File: config.mk
export PLATFORM = sky130hd
export DESIGN_NAME = cat2_frame_ctrl
export DESIGN_NICKNAME = d
export VERILOG_FILES = /design/src/rtl/cat_pkg.sv /design/src/rtl/cat_seg_counter.sv /design/src/rtl/cat2_frame_ctrl.sv
export SDC_FILE = /design/constraint.sdc
export NUM_CORES = 1
export LEC_CHECK = 0
export CORE_MARGIN = 8
export CORE_UTILIZATION = 50
export CTS_CLUSTER_SIZE = 25
export DETAILED_ROUTE_END_ITERATION = 7
export PLACE_DENSITY = 0.81
export SYNTH_ARGS = -nofsm -noshare
export SYNTH_HDL_FRONTEND = slang
export SYNTH_HIERARCHICAL = 1
export SYNTH_SLANG_ARGS = --single-unit
File: constraint.sdc
create_clock -name clk_in -period 4.1 [get_ports clk_in]
set_input_delay 1.025 -clock clk_in [delete_from_list [all_inputs] [get_ports clk_in]]
set_output_delay 1.025 -clock clk_in [all_outputs]
set_load 0.1 [all_outputs]
File: src/rtl/cat_pkg.sv
// Shared types and the beat-count helper for the cat2 frame controller.
package cat_pkg;

  typedef enum logic {
    FILL  = 1'b0,
    DRAIN = 1'b1
  } cat_state_t;

  // Number of beats needed to move `elems` elements at `per` elements per beat.
  // Returns 0 when the split is not exact, so the caller can reject it at elaboration.
  function automatic int beats(input int elems, input int per);
    if (per <= 0 || elems <= 0) return 0;
    if (elems % per != 0) return 0;
    return elems / per;
  endfunction

endpackage

File: src/rtl/cat_seg_counter.sv
// Saturating 0..N counter with synchronous clear; reports last (N-1) and done (N).
module cat_seg_counter #(
  parameter int N  = 2,
  parameter int CW = $clog2(N + 1)
) (
  input  logic          clk,
  input  logic          rst,
  input  logic          inc,
  input  logic          clr,
  output logic [CW-1:0] cnt,
  output logic          last,
  output logic          done
);

  always_ff @(posedge clk) begin
    if (!rst)                cnt <= '0;
    else if (clr)            cnt <= '0;
    else if (inc && !done)   cnt <= cnt + 1'b1;
  end

  assign last = (cnt == CW'(N - 1));
  assign done = (cnt == CW'(N));

endmodule

File: src/rtl/cat2_frame_ctrl.sv
// Control sequencer for cat2: fills both segments, then drains one concatenated frame.
module cat2_frame_ctrl
  import cat_pkg::*;
#(
  parameter int VecElements0      = 4,
  parameter int ElementsPerWrite0 = 2,
  parameter int VecElements1      = 6,
  parameter int ElementsPerWrite1 = 3,
  parameter int ElementsPerRead   = 5
) (
  input  logic        clk_in,
  input  logic        rst_in,
  input  logic        clear_in,
  input  logic        s0_valid,
  output logic        s0_ready,
  input  logic        s1_valid,
  output logic        s1_ready,
  output logic        m_valid,
  input  logic        m_ready,
  output logic        wr_en0,
  output logic        wr_en1,
  output logic        rd_en,
  output logic        frame_done,
  output logic [15:0] frame_count,
  output logic        busy
);

  localparam int W0  = beats(VecElements0, ElementsPerWrite0);
  localparam int W1  = beats(VecElements1, ElementsPerWrite1);
  localparam int R   = beats(VecElements0 + VecElements1, ElementsPerRead);
  localparam int C0W = $clog2(W0 + 1);
  localparam int C1W = $clog2(W1 + 1);
  localparam int CRW = $clog2(R + 1);

  if (W0 == 0 || W1 == 0 || R == 0) begin : g_bad_ratio
    $error("cat2_frame_ctrl: element counts must divide evenly into beats");
  end

  cat_state_t       state, state_nxt;
  logic [C0W-1:0]   cnt0;
  logic [C1W-1:0]   cnt1;
  logic [CRW-1:0]   rcnt;
  logic             last0, last1, rlast;
  logic             done0, done1, rdone;
  logic             cnt_clr;
  logic [15:0]      fcnt;

  // A finished frame and an abort both rewind every counter.
  assign cnt_clr = clear_in | frame_done;

  cat_seg_counter #(.N(W0), .CW(C0W)) u_seg0 (
    .clk(clk_in), .rst(rst_in), .inc(wr_en0), .clr(cnt_clr),
    .cnt(cnt0), .last(last0), .done(done0)
  );

  cat_seg_counter #(.N(W1), .CW(C1W)) u_seg1 (
    .clk(clk_in), .rst(rst_in), .inc(wr_en1), .clr(cnt_clr),
    .cnt(cnt1), .last(last1), .done(done1)
  );

  cat_seg_counter #(.N(R), .CW(CRW)) u_read (
    .clk(clk_in), .rst(rst_in), .inc(rd_en), .clr(cnt_clr),
    .cnt(rcnt), .last(rlast), .done(rdone)
  );

  always_ff @(posedge clk_in) begin
    if (!rst_in) state <= FILL;
    else         state <= state_nxt;
  end

  // Reset and clear gate every handshake output so nothing moves in those cycles.
  always_comb begin
    state_nxt  = state;
    s0_ready   = 1'b0;
    s1_ready   = 1'b0;
    wr_en0     = 1'b0;
    wr_en1     = 1'b0;
    m_valid    = 1'b0;
    rd_en      = 1'b0;
    frame_done = 1'b0;
    if (rst_in && !clear_in) begin
      case (state)
        FILL: begin
          s0_ready = !done0;
          s1_ready = !done1;
          wr_en0   = s0_valid & s0_ready;
          wr_en1   = s1_valid & s1_ready;
          if ((done0 | (wr_en0 & last0)) && (done1 | (wr_en1 & last1)))
            state_nxt = DRAIN;
        end
        DRAIN: begin
          m_valid = 1'b1;
          rd_en   = m_valid & m_ready;
          if (rd_en && rlast) begin
            frame_done = 1'b1;
            state_nxt  = FILL;
          end
        end
        default: state_nxt = FILL;
      endcase
    end else begin
      state_nxt = FILL;
    end
  end

  always_ff @(posedge clk_in) begin
    if (!rst_in)         fcnt <= '0;
    else if (frame_done) fcnt <= fcnt + 16'd1;
  end

  assign frame_count = fcnt;
  assign busy = rst_in & ((cnt0 != '0) | (cnt1 != '0) | (rcnt != '0) | rdone |
                          (state == DRAIN));

endmodule

==> impl.org <==
** Outcome
- Result of the run :: completed

** Pwr
- Clock power frac :: a little over a quarter
- Leakage :: 0.000639 uW
- Maximum VDD drop :: 0.000185 V
- Dividing total power by cell area gives a power density of 226 nW/um2.
- Total power :: 380 uW
- Combinational logic burns 13.9% of the power.
- For this design the total switching power over the nets is between 90 and 100 uW.
- Int Pwr :: ~280 uW
- In this run switching power makes up around 26% of total power.
- Reg power frac :: ~59%

** Global route
- Pin count of the biggest net entering global routing :: 15
- Number of antenna violations at the first check in global routing :: 0
- Busiest layer in global routing :: met2
- Global routing usage summed across all routing layers :: between 10% and 20%
- Met2 Resource Use GR :: 24.2%
- The first global-routing pass estimated 4.82 mm of wire.
- Global Route met3 Usage :: 3.40%
- Aggregate global routing overflow :: 0
- The via count of the first global-routing pass was between 1000 and 1500.
- In the global route stage, met1 resource usage came out at 15.4%.

** Critical path
- The worst setup path is captured at an output pin.
- For the worst flop-to-flop path, the logic depth is 7.
- At the worst endpoint, the required time is ~3 ns.
- The critical path is of the in2out type.
- For this design, the slowest cell found on the critical path is clkdlybuf4s50_1.
- Family with the most delay on the worst path :: simple AND/OR/NAND/NOR gates
- The worst register-to-register path begins at u_read/cnt[1].
- Reg-to-reg setup timing slack :: approximately 2.3 ns
- The critical path starts at clear_in.
- Critical path depth :: 5
- Cell breakdown of the critical path :: clkdlybuf4s50_1 -> nand2b_1 -> nor3_2 -> and2_1 -> buf_12
- The worst setup path is launched from a primary input.
- RR Endpoint :: u_seg0/cnt[1]
- Largest fanout of any net on the critical path :: 4
- Crit path to :: wr_en1
- CP peak stage delay :: around 0.44 ns
- Worst Path Arrival :: 2.36 ns
- Buffers plus inverters on the worst setup path :: 2

** Clock tree
- The longest clock path from root to sink contains 2 buffers.
- Setup fix buffers added after clock tree synthesis :: 0
- Clock slew at the register clock pins of the worst setup and hold paths :: 0.12 ns
- Counting every sink on the clock net gives 23.
- In this run the clock root is driven by a clkbuf_4.
- Count of instances resized after the clock tree is built :: 0
- CTS tree :: yes
- Number of hold buffers added after CTS :: 0
- Clk_lat worst skew :: 0.30 ns
- The number of clock buffers added by TritonCTS is 3.
- Clock H-tree levels :: 1

** Finish
- Relative to the synthesized area, the layout overhead comes to 36.1%.
- The final layout contains 186 nets.
- The finished cells cover 1680 um2.
- Filler cells :: 192
- Diode insertion count for antenna repair :: 0
- After the flow finishes, the layout carries non-filler instances totaling 202.
- Share of cells above drive strength 1 :: between 10 and 15%

** Place
- Dpl hpwl :: about 2.4 mm
- Once placement completed, the tool counted placed cells totaling 198.
- At the end of routability-driven placement, the weighted congestion stood at 0.818.
- Setup slack after placement :: 0.717 ns
- After detailed placement, the total cell area comes to 1660 um2.
- In this run the tool buffered the top-level ports with 29 buffer cells.

** Die
- Core region area :: between 2000 and 2500 um2
- Starting Density :: 51.3%
- Width of the chip :: 65.8 um
- DIE HEIGHT :: 65.8 um
- The die covers 4320 um2.
- Io pins :: 30
- Standard-cell row count :: 18

** Yosys
- Each instance of the synthesized netlist takes up on average around 8.9 um2.
- After synthesis, the share of flip-flops with an asynchronous set or reset is 0%.
- Count leader, synth :: dfxtp_1
- Mapped Area :: around 1200 um2
- In the synthesized netlist, the number of instances is 139.
- Share of Yosys cell area claimed by the top area cell type :: a little under two fifths
- In this run, synthesis produced a sequential element count of 23.
- The biggest area contributor in the post-synthesis netlist is dfxtp_1.
- Post-synth EDFFs :: 0
- Share of synthesized area occupied by flip-flops and latches :: 37.2%
- The number of nets in the synthesized netlist is 152.
- Synthesis instantiated 37 different standard cells from the library.
- Most numerous cell types in the synthesized netlist :: dfxtp_1, nor2_1, nand2_1
- Among all flip-flop cells after synthesis, the most frequent one is dfxtp_1.
- Yosys printed 6 warnings.
- By area the synthesized netlist is led by dfxtp_1, ha_1, nor2_1.

** Detailed routing
- Via density per instance :: 5.38
- Post-detailed-route wirelength per cell :: 14.3 um
- Starting DRT DRC Count :: 36
- Across all layers, the routed design uses ~1100 vias.
- Total wire length after detailed routing :: 2.90 mm
- For this run, the detailed router's first-pass iteration total came to 4.
- The detail route stage leaves a number of antenna-violating nets equal to 0.
- For this run, design rule violations remaining after detail routing come to 0.

** STA
- At the pin with the least slew margin, the transition time is 1.00 ns.
- Final hold analysis gives a worst-case slack of 0.521 ns.
- Setup violations remaining at the end of the flow were counted as 0.
- Clock skew on the completed layout was measured at around 0.0033 ns.
- Final clock period utilization by the worst path :: 82.5%
- Setup repair after global routing left no endpoint under its margin.
- After layout, the worst setup slack is 0.718 ns.
- The number of pins with negative max-slew slack in the final report came to 0.
- The worst pin sits at a relative slew slack of 33.1%.
- Final hold vios :: 0
- Highest clock frequency the design can meet :: roughly 300 MHz
- The smallest clock period supported by the final layout is computed as 3.38 ns.

** Hold path
- The tightest min-delay check is of the reg2reg type.

** Job
- Across the run, the number of max-cap violations was 0.
==> routing by layer <==
layer	vias to the layer above	share of wire [%]
li1	552	-
met1	508	44
met2	23	49
met3	4	4.5
met4	0	1.8
met5	-	0
==> power by group through the flow <==
stage                     combinational [uW]  clock, uW  sequential [uW]
after detailed placement                52.7          0              230
after global routing                    55.8        115              226
after floorplan                         31.3          0              230
final                                   52.6        102              225
after global placement                  51.7          0              230
after CTS                               52.9        104              226
==> cells in the final DEF, fill, tap and decap left out, drive strengths merged, types with 2 or more instances in the layout <==
cell,count
a211oi,3
a21oi,7
and2,6
and3,2
and4,2
buf,11
clkbuf,4
clkdlybuf4s50,21
dfxtp,23
ha,7
inv,8
mux2i,4
nand2,12
nand2b,5
nand3,3
nand4,6
nor2,13
nor2b,3
nor3,3
nor4,3
o211ai,2
o21ai,4
o31ai,2
or2,2
or3,3
xnor2,3
xor2,5
==> how the worst min path moves through the flow <==
stage                     cells after the start              end  slack (ns)             from
after floorplan                               2    u_seg1/cnt[1]        0.50    u_seg1/cnt[1]
after global placement                        1  frame_count[13]        0.47  frame_count[13]
after detailed placement                      1  frame_count[13]        0.51  frame_count[13]
after CTS                                     2  frame_count[13]        0.52  frame_count[13]
after global routing                          2  frame_count[11]        0.54  frame_count[11]
final                                         2  frame_count[13]        0.52  frame_count[13]
==> worst min-delay path, cell delays in order, from the launching register on <==
cell     delay (ns)
dfxtp_1        0.36
nand2_1        0.06
mux2i_1        0.06
==> flip-flops by register name, summed over array words and instances (netlist names) <==
| register | flops |
|---|---|
| frame_count | 16 |
| u_read/cnt | 2 |
| u_seg1/cnt | 2 |
| state | 1 |
| u_seg0/cnt | 2 |
==> kinds of logic after synthesis <==
group,Yosys count,synth area share (%)
simple gates,65,32.3
flops,23,37.2
compound gates,20,10.2
buf+inv,12,4.35
xor+xnor,8,5.66
fa+ha+maj,7,7.08
mux,4,3.24
==> through the flow <==
stage | util [%] | TNS [ns]
after floorplan | - | -0.688
after global placement | 68.8 | 0
after detailed placement | 68.8 | 0
after CTS | 69.9 | 0
after global routing | 69.9 | 0
final | 69.9 | 0
==> final cells by class <==
class / count / area (um2) / share of cell area [%]
clock buffers: 4 / 26.3 / 1.56
inverters: 9 / 33.8 / 2.01
flip-flops and latches: 23 / 460 / 27.3
multi-input cells: 104 / 733 / 43.5
well taps: 30 / 37.5 / 2.23
repair buffers: 32 / 393 / 23.3
Note: power is estimated with default switching activity, not from simulation.
